[src/rtl/hdlc_pkg.sv]
// Shared types and constants for the HDLC receive frame controller.
package hdlc_pkg;

  typedef enum logic [1:0] {
    IDLE  = 2'd0,
    OPEN  = 2'd1,
    FRAME = 2'd2,
    HOLD  = 2'd3
  } rx_ctrl_state_t;

  localparam int FCS_BYTES = 2;

endpackage

[src/rtl/hdlc_rx_bytecnt.sv]
// Saturating byte counter with synchronous clear and increment.
// Clear and increment together load one, so a fresh frame's first byte costs no extra cycle.
module hdlc_rx_bytecnt #(
  parameter int W    = 8,
  parameter int MAXV = 128
) (
  input  logic         i_clk,
  input  logic         i_rst,
  input  logic         i_clr,
  input  logic         i_inc,
  output logic [W-1:0] o_cnt,
  output logic         o_full
);

  localparam logic [W-1:0] MAX_W = W'(MAXV);

  logic [W-1:0] r_cnt;
  logic [W-1:0] w_base;
  logic         w_step;

  assign w_base = i_clr ? '0 : r_cnt;
  assign w_step = i_inc && (w_base != MAX_W);

  always_ff @(posedge i_clk or posedge i_rst) begin
    if (i_rst) begin
      r_cnt <= '0;
    end else if (i_clr || w_step) begin
      r_cnt <= w_base + {{(W-1){1'b0}}, w_step};
    end
  end

  assign o_cnt  = r_cnt;
  assign o_full = (r_cnt == MAX_W);

endmodule

[src/rtl/hdlc_rx_ctrl.sv]
// HDLC receive frame sequencer: hunts flags, writes bytes to the Rx buffer,
// resolves the frame outcome and serves CPU reads of a held good frame.
module hdlc_rx_ctrl
  import hdlc_pkg::*;
#(
  parameter  int MAX_BYTES = 128,
  parameter  int MIN_BYTES = 1,
  localparam int ADDR_W    = $clog2(MAX_BYTES)
) (
  input  logic              Clk,
  input  logic              Rst,
  input  logic              Rx_FlagDetect,
  input  logic              Rx_AbortDetect,
  input  logic              Rx_NewByte,
  input  logic [7:0]        Rx_Data,
  input  logic              Rx_FCSerr,
  input  logic              Rx_FCSen,
  input  logic              Rx_Drop,
  input  logic              Rx_RdBuff,
  output logic              Rx_ValidFrame,
  output logic              Rx_WrBuff,
  output logic [ADDR_W-1:0] Rx_WrAddr,
  output logic [7:0]        Rx_WrData,
  output logic [ADDR_W-1:0] Rx_RdAddr,
  output logic [ADDR_W:0]   Rx_FrameSize,
  output logic              Rx_Ready,
  output logic              Rx_Overflow,
  output logic              Rx_AbortSignal,
  output logic              Rx_FrameError,
  output logic              Rx_EoF
);

  localparam int                CNT_W = ADDR_W + 1;
  localparam logic [CNT_W-1:0]  MAX_W = CNT_W'(MAX_BYTES);
  localparam logic [CNT_W-1:0]  MIN_W = CNT_W'(MIN_BYTES);
  localparam logic [CNT_W-1:0]  FCS_W = CNT_W'(FCS_BYTES);
  localparam logic [CNT_W-1:0]  ONE_W = CNT_W'(1);

  rx_ctrl_state_t    r_state;
  logic              r_valid;
  logic              r_wr_buff;
  logic [ADDR_W-1:0] r_wr_addr;
  logic [7:0]        r_wr_data;
  logic [CNT_W-1:0]  r_frame_size;
  logic              r_ready;
  logic              r_overflow;
  logic              r_abort;
  logic              r_frame_err;
  logic              r_eof;
  logic              r_ovf;

  logic [CNT_W-1:0]  w_wr_cnt;
  logic              w_wr_full;
  logic [CNT_W-1:0]  w_rd_cnt;
  logic              w_rd_full;
  logic              w_wr_clr;
  logic              w_wr_inc;
  logic              w_rd_clr;
  logic              w_rd_inc;
  logic              w_byte_acc;
  logic [CNT_W-1:0]  w_cnt_eff;
  logic [CNT_W-1:0]  w_fcs_sub;
  logic [CNT_W-1:0]  w_payload;
  logic              w_short;
  logic              w_ovf_eff;
  logic              w_last_rd;

  hdlc_rx_bytecnt #(.W(CNT_W), .MAXV(MAX_BYTES)) u_wr_cnt (
    .i_clk  (Clk),
    .i_rst  (Rst),
    .i_clr  (w_wr_clr),
    .i_inc  (w_wr_inc),
    .o_cnt  (w_wr_cnt),
    .o_full (w_wr_full)
  );

  hdlc_rx_bytecnt #(.W(CNT_W), .MAXV(MAX_BYTES)) u_rd_cnt (
    .i_clk  (Clk),
    .i_rst  (Rst),
    .i_clr  (w_rd_clr),
    .i_inc  (w_rd_inc),
    .o_cnt  (w_rd_cnt),
    .o_full (w_rd_full)
  );

  // A byte arriving with the closing flag counts toward the frame being closed.
  assign w_byte_acc = Rx_NewByte && !w_wr_full;
  assign w_cnt_eff  = w_wr_cnt + {{(CNT_W-1){1'b0}}, w_byte_acc};
  assign w_ovf_eff  = r_ovf || (Rx_NewByte && w_wr_full);
  assign w_fcs_sub  = Rx_FCSen ? FCS_W : '0;
  assign w_payload  = w_cnt_eff - w_fcs_sub;
  // The explicit under-FCS test keeps a wrapped subtraction from looking long.
  assign w_short    = (Rx_FCSen && (w_cnt_eff < FCS_W)) || (w_payload < MIN_W);
  assign w_last_rd  = (w_rd_cnt == (r_frame_size - ONE_W)) || w_rd_full;

  always_comb begin
    w_wr_clr = 1'b0;
    w_wr_inc = 1'b0;
    w_rd_clr = 1'b0;
    w_rd_inc = 1'b0;
    case (r_state)
      OPEN: begin
        w_wr_clr = Rx_NewByte && !Rx_AbortDetect;
        w_wr_inc = Rx_NewByte && !Rx_AbortDetect;
      end
      FRAME: begin
        w_wr_inc = w_byte_acc && !Rx_AbortDetect;
      end
      HOLD: begin
        w_rd_clr = Rx_Drop || (Rx_RdBuff && w_last_rd);
        w_rd_inc = Rx_RdBuff && !Rx_Drop && !w_last_rd;
      end
      default: ;
    endcase
  end

  always_ff @(posedge Clk or posedge Rst) begin
    if (Rst) begin
      r_state      <= IDLE;
      r_valid      <= 1'b0;
      r_wr_buff    <= 1'b0;
      r_wr_addr    <= '0;
      r_wr_data    <= '0;
      r_frame_size <= '0;
      r_ready      <= 1'b0;
      r_overflow   <= 1'b0;
      r_abort      <= 1'b0;
      r_frame_err  <= 1'b0;
      r_eof        <= 1'b0;
      r_ovf        <= 1'b0;
    end else begin
      r_wr_buff <= 1'b0;
      r_eof     <= 1'b0;
      case (r_state)
        IDLE: begin
          if (Rx_FlagDetect && !Rx_AbortDetect) r_state <= OPEN;
        end
        OPEN: begin
          if (Rx_AbortDetect) begin
            r_state <= IDLE;
          end else if (Rx_NewByte) begin
            r_wr_buff    <= 1'b1;
            r_wr_addr    <= '0;
            r_wr_data    <= Rx_Data;
            r_valid      <= 1'b1;
            r_overflow   <= 1'b0;
            r_abort      <= 1'b0;
            r_frame_err  <= 1'b0;
            r_frame_size <= '0;
            r_ovf        <= 1'b0;
            r_state      <= FRAME;
          end
        end
        FRAME: begin
          if (Rx_AbortDetect) begin
            r_valid <= 1'b0;
            r_abort <= 1'b1;
            r_eof   <= 1'b1;
            r_state <= IDLE;
          end else begin
            if (Rx_NewByte) begin
              if (!w_wr_full) begin
                r_wr_buff <= 1'b1;
                r_wr_addr <= w_wr_cnt[ADDR_W-1:0];
                r_wr_data <= Rx_Data;
              end else begin
                r_ovf <= 1'b1;
              end
            end
            if (Rx_FlagDetect) begin
              r_valid <= 1'b0;
              r_eof   <= 1'b1;
              if (w_ovf_eff) begin
                r_overflow   <= 1'b1;
                r_frame_size <= MAX_W;
                r_state      <= OPEN;
              end else if (w_short || (Rx_FCSen && Rx_FCSerr)) begin
                r_frame_err <= 1'b1;
                r_state     <= OPEN;
              end else begin
                r_ready      <= 1'b1;
                r_frame_size <= w_payload;
                r_state      <= HOLD;
              end
            end
          end
        end
        HOLD: begin
          if (Rx_Drop || (Rx_RdBuff && w_last_rd)) begin
            r_ready <= 1'b0;
            r_state <= IDLE;
          end
        end
        default: r_state <= IDLE;
      endcase
    end
  end

  assign Rx_ValidFrame  = r_valid;
  assign Rx_WrBuff      = r_wr_buff;
  assign Rx_WrAddr      = r_wr_addr;
  assign Rx_WrData      = r_wr_data;
  assign Rx_RdAddr      = w_rd_cnt[ADDR_W-1:0];
  assign Rx_FrameSize   = r_frame_size;
  assign Rx_Ready       = r_ready;
  assign Rx_Overflow    = r_overflow;
  assign Rx_AbortSignal = r_abort;
  assign Rx_FrameError  = r_frame_err;
  assign Rx_EoF         = r_eof;

endmodule

[config.mk]
export PLATFORM = sky130hd
export DESIGN_NAME = hdlc_rx_ctrl
export DESIGN_NICKNAME = d
export VERILOG_FILES = /design/src/rtl/hdlc_pkg.sv /design/src/rtl/hdlc_rx_bytecnt.sv /design/src/rtl/hdlc_rx_ctrl.sv
export SDC_FILE = /design/constraint.sdc
export NUM_CORES = 1
export LEC_CHECK = 0
export ABC_AREA = 0
export BUFFER_PORTS_ARGS = -buffer_cell sky130_fd_sc_hd__buf_2
export CORE_AREA = 2 2 87 89
export DETAILED_ROUTE_END_ITERATION = 7
export DIE_AREA = 0 0 89 91
export GPL_ROUTABILITY_DRIVEN = 0
export GPL_TIMING_DRIVEN = 0
export PLACE_DENSITY = 0.66
export SLEW_MARGIN = 40
export SYNTH_ARGS = -nofsm -noshare
export SYNTH_HDL_FRONTEND = slang
export SYNTH_SLANG_ARGS = --single-unit
[constraint.sdc]
create_clock -name Clk -period 5.71 [get_ports Clk]
set_clock_uncertainty 0.1 [all_clocks]
set_input_delay 0.2855 -clock Clk [delete_from_list [all_inputs] [get_ports Clk]]
set_output_delay 0.2855 -clock Clk [all_outputs]
set_load 0.02 [all_outputs]
==> impl_table.tex, run 1 <==
\begin{tabular}{lr}
\hline
Metric & Value \\
\hline
\multicolumn{2}{l}{\textbf{STA}} \\
\quad Pins Over Slew Limit & 0 \\
\quad Highest attainable clock frequency & roughly 210 MHz \\
\quad Shortest period the worst path allows & between 4 and 5 ns \\
\quad Count of final setup violators & 0 \\
\quad Setup Total Neg Slack & 0 ns \\
\quad Tcrit/Tclk final & 83.6\% \\
\quad Final hold violation count & 0 \\
\quad Final worst setup slack & $\sim$0.94 ns \\
\quad RSZ-0062 raised after global routing & false \\
\quad Normalized max-slew margin & between 60\% and 70\% \\
\quad Tightest Pin Transition & just over 0.5 ns \\
\multicolumn{2}{l}{\textbf{Synthesis}} \\
\quad Post-Synthesis Mean Instance Area & 9.73 um2 \\
\quad Yosys top cell area share & 38.7\% \\
\quad Largest family of logic cells by synthesized area & simple AND/OR/NAND/NOR gates \\
\quad Post-synthesis async set-or-reset flop share & 100\% \\
\quad Synth Instances & about 330 \\
\quad Most common cell in the synthesized netlist & sky130\_fd\_sc\_hd\_\_dfrtp\_1 \\
\quad Main area contributors after synthesis & sky130\_fd\_sc\_hd\_\_dfrtp\_1 39\%, sky130\_fd\_sc\_hd\_\_ha\_1 5.5\%, sky130\_fd\_sc\_hd\_\_mux2\_2 4.3\% \\
\quad Synth warnings & 0 \\
\quad Synthesized flop and latch total & 49 \\
\quad Synthesized-area fraction occupied by ao, oa, aoi and oai cells & approximately 16\% \\
\quad Syn nets & between 300 and 400 \\
\quad Most used flip-flop cell after synthesis & sky130\_fd\_sc\_hd\_\_dfrtp\_1 \\
\quad Adder-cell share of the synthesized area & 5.52\% \\
\quad Mapped cell area & $\sim$3200 um2 \\
\quad List of most frequent post-synthesis cells & 49 x sky130\_fd\_sc\_hd\_\_dfrtp\_1, 29 x sky130\_fd\_sc\_hd\_\_nand2\_1, 28 x sky130\_fd\_sc\_hd\_\_nor2\_1 \\
\quad Library cell with the largest summed area after synthesis & sky130\_fd\_sc\_hd\_\_dfrtp\_1 \\
\quad Count of unique library cells instantiated by Yosys & a little over 60 \\
\quad Multiplexer fraction of the synthesized cell area & 5.52\% \\
\quad Simple-gate portion of the synthesized area & between 20\% and 30\% \\
\quad Post-synth EDFFs & 0 \\
\quad Area share of xor/xnor cells in the synthesized design & under 10\% \\
\quad Seq/Total Area, Yosys & 38.7\% \\
\multicolumn{2}{l}{\textbf{Clock network}} \\
\quad CTS tree & built \\
\quad Post-CTS setup buffer count & 0 \\
\quad Total CTS buffers & 5 \\
\quad Count of clock tree sinks & 49 \\
\quad Root Buffer Master & sky130\_fd\_sc\_hd\_\_clkbuf\_8 \\
\quad H-tree depth & 2 \\
\quad Resized Gates After CTS & 0 \\
\quad CTS clk-pin slew, worst paths & 0.10 ns \\
\quad Worst skew pair latency & between 0.3 and 0.4 ns \\
\quad Clk buf depth & 2 \\
\quad Number of buffers inserted for hold repair after clock tree synthesis & 1 \\
\multicolumn{2}{l}{\textbf{Die}} \\
\quad Horizontal die dimension & between 80 and 90 um \\
\quad Initial standard-cell utilization of the core & 44.4\% \\
\quad Area of the die & roughly 8100 um2 \\
\quad Die Y-Extent & between 90 and 100 um \\
\quad Number of top-level design ports & between 50 and 60 \\
\quad Number of standard-cell rows in the floorplan & 31 \\
\quad Core region area & approximately 7100 um2 \\
\multicolumn{2}{l}{\textbf{Drt}} \\
\quad Met3 wire len & approximately 320 um \\
\quad Total detailed-routing wirelength & around 7100 um \\
\quad Initial DRC Count & about 110 \\
\quad Post-detailed-route via-to-cell ratio & 5.32 \\
\quad Wire length on met2 & between 3000 and 4000 um \\
\quad Max Used Layer & met4 \\
\quad Count of vias placed by the detailed router & about 2600 \\
\quad DRT antenna net count & 0 \\
\quad Number of iterations in the first detailed-routing pass & 4 \\
\quad Routed metal-1 wire length & 3420 um \\
\quad DRC errors left & 0 \\
\quad Routed length per placed instance & about 15 um \\
\multicolumn{2}{l}{\textbf{Worst setup path}} \\
\quad R2R Setup Slk & 0.94 ns \\
\quad Kind of capture point of the worst setup path & flip-flop \\
\quad CP arrival & a little under 5 ns \\
\quad Critical Path Start Type & flip-flop \\
\quad Type of the setup path with the least slack & flip-flop to flip-flop \\
\quad Critical-path maximum fanout & 10 \\
\quad Worst EP required & about 5.9 ns \\
\multicolumn{2}{l}{\textbf{Final layout}} \\
\quad Layout Area Growth over Synthesis & 16.9\% \\
\quad Proportion of layout cells with a drive suffix above 1 & 26.8\% \\
\quad Antenna diodes & 0 \\
\quad Final nets & around 420 \\
\quad Number of standard cells in the final layout excluding fillers & 487 \\
\quad Number of fill cells in the layout & roughly 710 \\
\quad Post-route cell area & about 3700 um2 \\
\multicolumn{2}{l}{\textbf{Power and ir drop}} \\
\quad Maximum VDD drop & between 0.2 and 0.25 mV \\
\quad Power density cells & just under 400 nW/um2 \\
\quad Standby leakage power & 0.00173 uW \\
\multicolumn{2}{l}{\textbf{GRT}} \\
\quad Remaining Overflow, GRT & 0 \\
\quad Total track usage & roughly a fifth \\
\quad Vias in the first global route & around 2500 \\
\quad Initial antenna violation count & 0 \\
\quad First-pass GRT wire length & around 12000 um \\
\quad Pin count of the biggest net entering global routing & 37 \\
\multicolumn{2}{l}{\textbf{Status}} \\
\quad Outcome & completed \\
\multicolumn{2}{l}{\textbf{Placement}} \\
\quad Minimum setup slack after placement & between 1 and 1.5 ns \\
\quad IO buf count & 52 \\
\quad DP Wirelength & 5310 um \\
\quad Placed cells & 478 \\
\quad Placed cell areas & around 3600 um2 \\
\multicolumn{2}{l}{\textbf{Hold path}} \\
\quad Hold WC Path Type & primary input to flip-flop \\
\multicolumn{2}{l}{\textbf{Run}} \\
\quad Max-cap violations & 0 \\
\hline
\end{tabular}
where the power goes:
part | switching (uW) | internal, uW | total [uW]
clock | 129 | 143 | 272
combinational | 389 | 285 | 674
sequential | 73.3 | 429 | 502
total | 591 | 857 | 1450
kinds of logic after synthesis:
kind of cell,count (synthesis)
simple gates,118
xor+xnor,28
flops,49
buf+inv,34
fa+ha+maj,14
compound gates,67
mux,16
path summary, 6_finish.rpt:
check,start,to,cells after the start
setup / recovery,u_wr_cnt.o_cnt[4],Rx_FrameSize[1],14
setup reg to reg,u_wr_cnt.o_cnt[4],Rx_FrameSize[1],14
max in group asynchronous,Rst,Rx_FrameSize[6],4
hold / removal,Rx_Data[2],Rx_WrData[2],2
hold reg to reg,Rx_WrAddr[0],Rx_WrAddr[0],2
min in group asynchronous,Rst,u_rd_cnt.o_cnt[0],3
critical path, stage by stage (launching register included):
cell and delay, ns:
sky130_fd_sc_hd__dfrtp_1 0.40, sky130_fd_sc_hd__clkbuf_1 0.25, sky130_fd_sc_hd__nor3_1 0.50, sky130_fd_sc_hd__nand4_1 0.18, sky130_fd_sc_hd__and2_1 0.21, sky130_fd_sc_hd__ha_1 0.25, sky130_fd_sc_hd__xnor2_1 0.24, sky130_fd_sc_hd__ha_1 0.24
sky130_fd_sc_hd__ha_1 0.28, sky130_fd_sc_hd__or4b_4 0.49, sky130_fd_sc_hd__and3_4 0.20, sky130_fd_sc_hd__or4_4 0.54, sky130_fd_sc_hd__o32a_4 0.41, sky130_fd_sc_hd__o21ai_4 0.25, sky130_fd_sc_hd__o2bb2ai_1 0.15
sequential cells by signal, summed over array words and instances, names as in the netlist:
register	cells
Rx_FrameSize	8
Rx_WrAddr	7
Rx_FrameError	1
Rx_WrData	8
Rx_ValidFrame	1
Rx_Ready	1
u_rd_cnt.o_cnt	8
Rx_Overflow	1
Rx_WrBuff	1
r_ovf	1
u_wr_cnt.o_cnt	8
Rx_EoF	1
Rx_AbortSignal	1
r_state	2
stage by stage:
step | total power (uW) | utilization, % | hold WS (ns)
2_1_floorplan | 1000 | - | 0.302
4_1_cts | 1460 | 51.9 | 0.0893
3_5_place_dp | 1180 | 50.1 | 0.121
3_3_place_gp | 1170 | 49.8 | 0.360
5_1_grt | 1550 | 51.9 | 0.0924
6_report | 1450 | 51.9 | 0.0975
final cells by class:
| class | count | area (um2) | area share [%] |
|---|---|---|---|
| Buffer | 21 | 136 | 3.68 |
| Clock buffer | 6 | 82.6 | 2.23 |
| Clock inverter | 2 | 37.5 | 1.01 |
| Inverter | 13 | 51.3 | 1.38 |
| Multi-Input combinational cell | 243 | 1760 | 47.5 |
| Sequential cell | 49 | 1230 | 33.1 |
| Tap cell | 99 | 124 | 3.34 |
| Timing Repair Buffer | 54 | 290 | 7.83 |
metal layers:
metal	track usage, %	up-vias
met5	0	-
met4	6.97	0
met3	4.00	15
met2	28.4	69
met1	26.4	1225
li1	-	1280
cells in the final DEF, fill, tap and decap left out, types with 3 or more instances in the layout:
master and n:
sky130_fd_sc_hd__xor2_1 11, sky130_fd_sc_hd__nor2_1 28, sky130_fd_sc_hd__and3_1 4, sky130_fd_sc_hd__o21ai_0 18, sky130_fd_sc_hd__dfrtp_1 49, sky130_fd_sc_hd__xnor2_1 15
sky130_fd_sc_hd__nor3_1 3, sky130_fd_sc_hd__nor2b_1 4, sky130_fd_sc_hd__and2_1 4, sky130_fd_sc_hd__buf_2 55, sky130_fd_sc_hd__clkbuf_8 8, sky130_fd_sc_hd__nand4_1 9
sky130_fd_sc_hd__or3_1 4, sky130_fd_sc_hd__a22o_1 4, sky130_fd_sc_hd__nand2_1 29, sky130_fd_sc_hd__nor3b_1 3, sky130_fd_sc_hd__mux2_2 12, sky130_fd_sc_hd__nand3_1 9
sky130_fd_sc_hd__ha_1 14, sky130_fd_sc_hd__a21oi_1 15, sky130_fd_sc_hd__o22ai_1 3, sky130_fd_sc_hd__clkbuf_1 8, sky130_fd_sc_hd__inv_1 12, sky130_fd_sc_hd__o2bb2ai_1 3
sky130_fd_sc_hd__mux2i_1 4, sky130_fd_sc_hd__nand2b_1 3, sky130_fd_sc_hd__buf_4 7
Power figures use the tool's default switching activity.
==> run 2, diff against run 1 <==
--- a/config.mk
+++ b/config.mk
@@ -5,7 +5,7 @@
 export SDC_FILE = /design/constraint.sdc
 export NUM_CORES = 1
 export LEC_CHECK = 0
-export ABC_AREA = 0
+export ABC_AREA = 1
 export BUFFER_PORTS_ARGS = -buffer_cell sky130_fd_sc_hd__buf_2
 export CORE_AREA = 2 2 87 89
 export DETAILED_ROUTE_END_ITERATION = 7
==> constraint.sdc (replaced) <==
create_clock -name Clk -period 4.7 [get_ports Clk]
set_clock_uncertainty 0.1 [all_clocks]
set_input_delay 0.235 -clock Clk [delete_from_list [all_inputs] [get_ports Clk]]
set_output_delay 0.235 -clock Clk [all_outputs]
set_load 0.02 [all_outputs]
==> run 2 against run 1 <==
Against the previous run: hold slack worse by 0.072 ns; fmax increased by 50%; utilization shrank 0.35 points; clock power rose by 14%; combinational power grew 3%; sequential power up 19%; design area fell by 0.68%; total power up 10%; die area did not move; sequential share of layout area is 0.22 points higher; clock-buffer cell count up 1; global-route usage fell by 1.4 points; critical path type unchanged; critical endpoint is now Rx_FrameSize[7]; largest power group unchanged.
==> impl_table.tex, run 2 <==
\begin{tabular}{lr}
\hline
Metric & Value \\
\hline
\multicolumn{2}{l}{\textbf{Final layout}} \\
\quad Number of fill cells in the layout & between 700 and 800 \\
\quad Post-route cell area & between 3000 and 4000 um2 \\
\quad Leading cell type in the layout, fill and taps excluded & sky130\_fd\_sc\_hd\_\_nand2\_1 \\
\quad Proportion of layout cells with a drive suffix above 1 & a little under a fifth \\
\quad Commonest non-fill, non-tap cells in the layout & 141 x sky130\_fd\_sc\_hd\_\_nand2\_1, 64 x sky130\_fd\_sc\_hd\_\_inv\_1, 55 x sky130\_fd\_sc\_hd\_\_buf\_2 \\
\quad Combined flip-flop and latch cell area & roughly 1200 um2 \\
\quad Layout Area Growth over Synthesis & 17.1\% \\
\quad Antenna diodes & 0 \\
\quad Final nets & roughly 520 \\
\quad Area of combinational cells with multiple inputs & 1600 um2 \\
\multicolumn{2}{l}{\textbf{Worst setup path}} \\
\quad Critical Path Start Type & flip-flop \\
\quad Critical-path maximum fanout & 9 \\
\quad Worst EP required & about 4.8 ns \\
\quad Type of the setup path with the least slack & flip-flop to flip-flop \\
\quad Kind of capture point of the worst setup path & flip-flop \\
\quad CP arrival & 3.28 ns \\
\quad R2R Setup Slk & roughly 1.5 ns \\
\multicolumn{2}{l}{\textbf{Drt}} \\
\quad Initial DRC Count & 94 \\
\quad DRT antenna net count & 0 \\
\quad Routed metal-1 wire length & 3050 um \\
\quad Max Used Layer & met4 \\
\quad DRC errors left & 0 \\
\quad Count of vias placed by the detailed router & about 2700 \\
\quad Routed length per placed instance & around 11 um \\
\quad Met3 wire len & approximately 220 um \\
\quad Total detailed-routing wirelength & around 6400 um \\
\quad Wire length on met2 & 3050 um \\
\quad Post-detailed-route via-to-cell ratio & 4.61 \\
\quad Number of iterations in the first detailed-routing pass & 4 \\
\multicolumn{2}{l}{\textbf{Synthesis}} \\
\quad Library cell with the largest summed area after synthesis & sky130\_fd\_sc\_hd\_\_dfrtp\_1 \\
\quad Count of unique library cells instantiated by Yosys & 31 \\
\quad Synthesized flop and latch total & 49 \\
\quad Post-Synthesis Mean Instance Area & between 7 and 8 um2 \\
\quad Synth Instances & 430 \\
\quad Main area contributors after synthesis & sky130\_fd\_sc\_hd\_\_dfrtp\_1 39\%, sky130\_fd\_sc\_hd\_\_nand2\_1 17\%, sky130\_fd\_sc\_hd\_\_inv\_1 7.8\% \\
\quad Most used flip-flop cell after synthesis & sky130\_fd\_sc\_hd\_\_dfrtp\_1 \\
\quad Most common cell in the synthesized netlist & sky130\_fd\_sc\_hd\_\_nand2\_1 \\
\quad List of most frequent post-synthesis cells & 141 x sky130\_fd\_sc\_hd\_\_nand2\_1, 65 x sky130\_fd\_sc\_hd\_\_inv\_1, 49 x sky130\_fd\_sc\_hd\_\_dfrtp\_1 \\
\quad Synth warnings & 0 \\
\quad Seq/Total Area, Yosys & 39.0\% \\
\quad Syn nets & approximately 460 \\
\quad Post-synth EDFFs & 0 \\
\quad Yosys top cell area share & 39.0\% \\
\quad Post-synthesis async set-or-reset flop share & 100\% \\
\quad Mapped cell area & roughly 3100 um2 \\
\multicolumn{2}{l}{\textbf{Placement}} \\
\quad IO buf count & 53 \\
\quad Placed cell areas & 3560 um2 \\
\quad DP Wirelength & 5150 um \\
\multicolumn{2}{l}{\textbf{Clock network}} \\
\quad Root Buffer Master & sky130\_fd\_sc\_hd\_\_clkbuf\_8 \\
\quad Post-CTS setup buffer count & 0 \\
\quad Worst skew pair latency & 0.31 ns \\
\quad Number of buffers inserted for hold repair after clock tree synthesis & 1 \\
\quad H-tree depth & 2 \\
\quad Resized Gates After CTS & 0 \\
\quad CTS tree & built \\
\quad Total CTS buffers & 5 \\
\quad Clk buf depth & 2 \\
\quad Count of clock tree sinks & roughly 50 \\
\quad CTS clk-pin slew, worst paths & around 0.09 ns \\
\multicolumn{2}{l}{\textbf{GRT}} \\
\quad Vias in the first global route & approximately 2600 \\
\quad First-pass GRT wire length & $\sim$11000 um \\
\quad Pin count of the biggest net entering global routing & 26 \\
\quad Total track usage & approximately 17\% \\
\quad Initial antenna violation count & 0 \\
\quad Remaining Overflow, GRT & 0 \\
\multicolumn{2}{l}{\textbf{Die}} \\
\quad Die Y-Extent & 91 um \\
\quad Number of top-level design ports & 54 \\
\quad Core region area & $\sim$7100 um2 \\
\quad Number of standard-cell rows in the floorplan & 31 \\
\quad Horizontal die dimension & 89 um \\
\quad Initial standard-cell utilization of the core & between 40\% and 50\% \\
\quad Area of the die & between 8000 and 9000 um2 \\
\multicolumn{2}{l}{\textbf{Run}} \\
\quad Max-cap violations & 0 \\
\multicolumn{2}{l}{\textbf{STA}} \\
\quad Tightest Pin Transition & between 0.5 and 0.6 ns \\
\quad Normalized max-slew margin & around 61\% \\
\quad Setup Total Neg Slack & 0 ns \\
\quad RSZ-0062 raised after global routing & false \\
\quad Shortest period the worst path allows & 3.19 ns \\
\quad Pins Over Slew Limit & 0 \\
\quad Count of final setup violators & 0 \\
\quad Tcrit/Tclk final & between 60\% and 70\% \\
\quad Highest attainable clock frequency & 314 MHz \\
\quad Final hold violation count & 0 \\
\multicolumn{2}{l}{\textbf{Power and ir drop}} \\
\quad Maximum VDD drop & 0.215 mV \\
\quad Power density cells & about 430 nW/um2 \\
\quad Standby leakage power & 0.00202 uW \\
\multicolumn{2}{l}{\textbf{Status}} \\
\quad Outcome & completed \\
\multicolumn{2}{l}{\textbf{Hold path}} \\
\quad Hold WC Path Type & primary input to flip-flop \\
\hline
\end{tabular}
[run 2: cell count changes after synthesis, sizes merged, moves of 8 or more]
cell / delta
a21oi: -8
inv: +52
mux2: -12
nand2: +116
nand3: +21
nor2: +15
xnor2: -11
[run 2: metal layers]
metal | track usage [%] | up-vias
li1 | - | 1458
met1 | 23.4 | 1216
met2 | 28.2 | 45
met3 | 3.36 | 9
met4 | 5.72 | 0
met5 | 0 | -
[run 2: per-stage QoR]
| step | setup slack [ns] | total power (uW) | std cells | hold slack [ns] | util (%) |
|---|---|---|---|---|---|
| floorplan | 1.87 | 1110 | 430 | 0.245 | - |
| global placement | 1.56 | 1290 | 582 | 0.330 | 49.5 |
| detailed placement | 1.52 | 1300 | 583 | 0.128 | 49.8 |
| CTS | 1.48 | 1620 | 592 | 0.0171 | 51.6 |
| global route | 1.18 | 1740 | 592 | 0.0218 | 51.6 |
| finish | 1.51 | 1600 | 592 | 0.0255 | 51.6 |
[run 2: logic make-up (layout without fill, tap and decap cells)]
logic type               after synthesis  count (layout)  share of synthesized area [%]
AND/OR/NAND/NOR                      235             235                           32.5
buffers and inverters                 78             141                           10.2
flip-flops                            49              49                           39.0
AO/OA/AOI/OAI                         37              37                           7.40
XOR/XNOR                              17              17                           5.33
adder cells (fa/ha/maj)               14              14                           5.57
[run 2: final cells by class]
cell class / count / area share [%]
buffer: 12 / 2.00
tap: 99 / 3.36
sequential: 49 / 33.3
timing repair buffer: 55 / 8.02
clock buffer: 7 / 2.34
inverter: 66 / 6.80
multi-input combinational: 303 / 43.4
clock inverter: 1 / 0.815
[run 2: path summary, 6_finish.rpt]
path / start / to / depth (start not counted)
hold reg to reg: Rx_Ready / Rx_Ready / 2
setup reg to reg: u_wr_cnt.o_cnt[4] / Rx_FrameSize[7] / 20
min in group asynchronous: Rst / Rx_WrData[0] / 3
setup / recovery: u_wr_cnt.o_cnt[4] / Rx_FrameSize[7] / 20
hold / removal: Rx_Data[7] / Rx_WrData[7] / 3
max in group asynchronous: Rst / Rx_ValidFrame / 4
[run 2: critical path, stage by stage, from the launching register on]
cell	delay, ns
sky130_fd_sc_hd__dfrtp_1	0.44
sky130_fd_sc_hd__inv_1	0.21
sky130_fd_sc_hd__nand4_1	0.12
sky130_fd_sc_hd__nor2_1	0.22
sky130_fd_sc_hd__nor2_1	0.11
sky130_fd_sc_hd__ha_1	0.23
sky130_fd_sc_hd__xor2_1	0.13
sky130_fd_sc_hd__inv_1	0.07
sky130_fd_sc_hd__ha_1	0.20
sky130_fd_sc_hd__ha_1	0.29
sky130_fd_sc_hd__inv_1	0.05
sky130_fd_sc_hd__nor2_1	0.08
sky130_fd_sc_hd__nand2_1	0.05
sky130_fd_sc_hd__nor2_1	0.09
sky130_fd_sc_hd__nand3_1	0.08
sky130_fd_sc_hd__nor2_1	0.11
sky130_fd_sc_hd__nand3_2	0.13
sky130_fd_sc_hd__nand3_4	0.11
sky130_fd_sc_hd__nand2_4	0.10
sky130_fd_sc_hd__nor2_2	0.10
sky130_fd_sc_hd__a21oi_1	0.04
[run 2: where the power goes]
part,switching (uW),total (uW),internal [uW]
Sequential,78.6,596,517
Clock,137,310,174
Combinational,442,691,248
Total,658,1600,939
==> run 3, diff against run 2 <==
--- a/config.mk
+++ b/config.mk
@@ -12,7 +12,7 @@
 export DIE_AREA = 0 0 89 91
 export GPL_ROUTABILITY_DRIVEN = 0
 export GPL_TIMING_DRIVEN = 0
-export PLACE_DENSITY = 0.66
+export PLACE_DENSITY = 0.69
 export SLEW_MARGIN = 40
 export SYNTH_ARGS = -nofsm -noshare
 export SYNTH_HDL_FRONTEND = slang
==> constraint.sdc (replaced) <==
create_clock -name Clk -period 2.65 [get_ports Clk]
set_clock_uncertainty 0.1 [all_clocks]
set_input_delay 0.1325 -clock Clk [delete_from_list [all_inputs] [get_ports Clk]]
set_output_delay 0.1325 -clock Clk [all_outputs]
set_load 0.02 [all_outputs]
==> run 3 against run 2 <==
Against the previous run: clock-buffer cell count unchanged; hold slack better by 0.055 ns; largest power group unchanged; highest routed layer unchanged; critical endpoint is now Rx_FrameSize[6]; critical path type unchanged; worst setup slack worse by 1.7 ns; the run now ends with negative setup slack left; sequential share of layout area down 4.8 points.
==> impl_table.tex, run 3 (synthesized netlist as in run 2, its figures left out) <==
\begin{tabular}{lr}
\hline
Metric & Value \\
\hline
\multicolumn{2}{l}{\textbf{Worst setup path}} \\
\quad Critical-path maximum fanout & 7 \\
\quad CP arrival & between 3 and 4 ns \\
\quad Kind of capture point of the worst setup path & flip-flop \\
\quad Worst r2r src & u\_wr\_cnt.o\_cnt[3] \\
\quad R2R Setup Slk & -0.23 ns \\
\quad Start point of the critical path & u\_wr\_cnt.o\_cnt[3] \\
\quad Type of the setup path with the least slack & flip-flop to flip-flop \\
\quad Critical Path Start Type & flip-flop \\
\quad Worst EP required & between 2 and 3 ns \\
\multicolumn{2}{l}{\textbf{STA}} \\
\quad Final worst setup slack & -0.234 ns \\
\quad Final hold slack & 0.0801 ns \\
\quad Shortest period the worst path allows & approximately 2.9 ns \\
\quad Normalized max-slew margin & 69.4\% \\
\quad Tightest Pin Transition & around 0.46 ns \\
\quad RSZ-0062 raised after global routing & true \\
\quad Tcrit/Tclk final & 109\% \\
\quad Highest attainable clock frequency & between 300 and 400 MHz \\
\quad Final hold violation count & 0 \\
\quad Pins Over Slew Limit & 0 \\
\quad Count of final setup violators & 11 \\
\multicolumn{2}{l}{\textbf{Power and ir drop}} \\
\quad Clk pwr share & between 10\% and 20\% \\
\quad Combinational share of power & 48.3\% \\
\quad Design internal power & between 1500 and 2000 uW \\
\quad Power density cells & between 700 and 800 nW/um2 \\
\quad Sequential share of power & between 30\% and 40\% \\
\quad Net switching power & 1310 uW \\
\quad Standby leakage power & 0.00227 uW \\
\quad Maximum VDD drop & about 0.32 mV \\
\quad Sw frac & a little over two fifths \\
\multicolumn{2}{l}{\textbf{Drt}} \\
\quad Number of iterations in the first detailed-routing pass & 4 \\
\quad Initial DRC Count & approximately 110 \\
\quad Count of vias placed by the detailed router & 3046 \\
\quad Total detailed-routing wirelength & 7720 um \\
\quad DRC errors left & 0 \\
\quad Routed length per placed instance & roughly 12 um \\
\quad DRT antenna net count & 0 \\
\quad Post-detailed-route via-to-cell ratio & 4.77 \\
\multicolumn{2}{l}{\textbf{GRT}} \\
\quad Total track usage & 19.0\% \\
\quad Remaining Overflow, GRT & 0 \\
\quad Pin count of the biggest net entering global routing & 29 \\
\quad Vias in the first global route & approximately 2800 \\
\quad Initial antenna violation count & 0 \\
\quad First-pass GRT wire length & 12100 um \\
\multicolumn{2}{l}{\textbf{Final layout}} \\
\quad Commonest non-fill, non-tap cells in the layout & 126 x sky130\_fd\_sc\_hd\_\_nand2\_1, 54 x sky130\_fd\_sc\_hd\_\_buf\_2, 46 x sky130\_fd\_sc\_hd\_\_inv\_1, 46 x sky130\_fd\_sc\_hd\_\_buf\_4, 45 x sky130\_fd\_sc\_hd\_\_dfrtp\_1 \\
\quad Final nets & 570 \\
\quad Proportion of layout cells with a drive suffix above 1 & a little over a third \\
\quad Layout Area Growth over Synthesis & 37.4\% \\
\quad Antenna diodes & 0 \\
\quad Number of standard cells in the final layout excluding fillers & roughly 640 \\
\quad Leading cell type in the layout, fill and taps excluded & sky130\_fd\_sc\_hd\_\_nand2\_1 \\
\multicolumn{2}{l}{\textbf{Die}} \\
\quad Horizontal die dimension & a little under 90 um \\
\quad Die Y-Extent & between 90 and 100 um \\
\quad Initial standard-cell utilization of the core & 44.1\% \\
\quad Number of standard-cell rows in the floorplan & 31 \\
\quad Number of top-level design ports & 54 \\
\quad Area of the die & 8100 um2 \\
\quad Core region area & between 7000 and 8000 um2 \\
\multicolumn{2}{l}{\textbf{Hold path}} \\
\quad Hold WC Path Type & primary input to flip-flop \\
\quad Min-Delay Startpoint & Rx\_FlagDetect \\
\multicolumn{2}{l}{\textbf{Run}} \\
\quad Max-cap violations & 0 \\
\multicolumn{2}{l}{\textbf{Placement}} \\
\quad DP Wirelength & $\sim$5200 um \\
\quad Placed cells & approximately 580 \\
\quad IO buf count & 53 \\
\multicolumn{2}{l}{\textbf{Clock network}} \\
\quad Total CTS buffers & 5 \\
\quad Root Buffer Master & sky130\_fd\_sc\_hd\_\_clkbuf\_8 \\
\quad CTS tree & built \\
\quad Count of clock tree sinks & a little under 50 \\
\quad Worst skew pair latency & roughly 0.31 ns \\
\quad H-tree depth & 2 \\
\quad CTS clk-pin slew, worst paths & $\sim$0.090 ns \\
\quad Clk buf depth & 2 \\
\multicolumn{2}{l}{\textbf{Status}} \\
\quad Outcome & finished, violations left \\
\quad Violated checks & negative setup slack \\
\hline
\end{tabular}
-- run 3: cell types whose count changed in the layout (fill, tap and decap cells not counted), moves of 8 or more --
cell	previous run	this run
sky130_fd_sc_hd__inv_1	64	46
sky130_fd_sc_hd__nand2_2	3	17
sky130_fd_sc_hd__inv_2	0	14
sky130_fd_sc_hd__nor2_1	40	28
sky130_fd_sc_hd__nand2_1	141	126
sky130_fd_sc_hd__dlygate4sd3_1	1	9
sky130_fd_sc_hd__buf_4	7	46
-- run 3: area by class of cell --
cell class                      count  area, um2
Inverter                           66        264
Timing Repair Buffer              102        668
Clock inverter                      1       30.0
Tap cell                           99        124
Multi-Input combinational cell    303       1840
Sequential cell                    49       1230
Fill cell                         662       2820
Buffer                             12       81.3
Clock buffer                        7       86.3
-- run 3: repair_timing --
action                                 4_1_cts  5_1_grt
gates resized for setup                     34       41
setup endpoints to repair                   20       26
hold buffers                                 9        0
buffers inserted                            23       16
endpoints found under the hold margin       57        0
pin swaps                                   15       34
-- run 3: critical path, stage by stage, from the launching register on --
cell and delay (ns):
sky130_fd_sc_hd__dfrtp_1 0.42, sky130_fd_sc_hd__inv_4 0.06, sky130_fd_sc_hd__nand4_1 0.10, sky130_fd_sc_hd__nor2_2 0.17, sky130_fd_sc_hd__nor2_2 0.07, sky130_fd_sc_hd__ha_2 0.18
sky130_fd_sc_hd__xor2_1 0.16, sky130_fd_sc_hd__inv_1 0.11, sky130_fd_sc_hd__ha_4 0.15, sky130_fd_sc_hd__ha_4 0.13, sky130_fd_sc_hd__inv_4 0.04, sky130_fd_sc_hd__nor2_4 0.08
sky130_fd_sc_hd__nand2_2 0.09, sky130_fd_sc_hd__inv_2 0.08, sky130_fd_sc_hd__nand3_1 0.09, sky130_fd_sc_hd__nand2_2 0.12, sky130_fd_sc_hd__inv_2 0.05, sky130_fd_sc_hd__nand3_4 0.10
sky130_fd_sc_hd__nand3_4 0.12, sky130_fd_sc_hd__nor2_4 0.23, sky130_fd_sc_hd__nand3_2 0.11, sky130_fd_sc_hd__o21ai_2 0.06
-- run 3: final timing paths --
check                                          to  cells past startpoint
worst max-delay path              Rx_FrameSize[6]                     21
worst min-delay path                       Rx_EoF                      3
worst max register to register    Rx_FrameSize[6]                     21
worst min register to register           Rx_Ready                      2
max in group asynchronous       u_wr_cnt.o_cnt[1]                      4
min in group asynchronous         Rx_FrameSize[5]                      3
-- run 3: per-layer routing --
layer	share of wire, %	vias to the layer above	track usage (%)	wire length [um]
li1	-	1561	-	-
met3	2.7	15	3.09	210
met2	51	60	32.8	3900
met4	2.4	0	7.46	184
met1	44	1410	23.3	3420
met5	0	-	0	0
-- run 3: through the flow --
stage                     total power [uW]  setup TNS (ns)  instance area (um2)  setup slack, ns  util (%)
after global routing                  3370           -4.87                 4320           -0.452      60.5
after floorplan                       1970          -0.111                 3160          -0.0471         -
after CTS                             3010           -1.18                 4070           -0.148      57.0
after detailed placement              2320           -4.82                 3570           -0.381      50.1
after global placement                2290           -4.17                 3550           -0.344      49.7
final                                 3140           -2.21                 4320           -0.234      60.5
-- run 3: power by group through the flow --
stage | Combinational, uW | Sequential, uW | Clock (uW)
after floorplan | 770 | 1200 | 0
after global placement | 1220 | 1070 | 0
after detailed placement | 1240 | 1080 | 0
after CTS | 1380 | 1060 | 576
after global routing | 1680 | 1080 | 606
final | 1520 | 1060 | 559
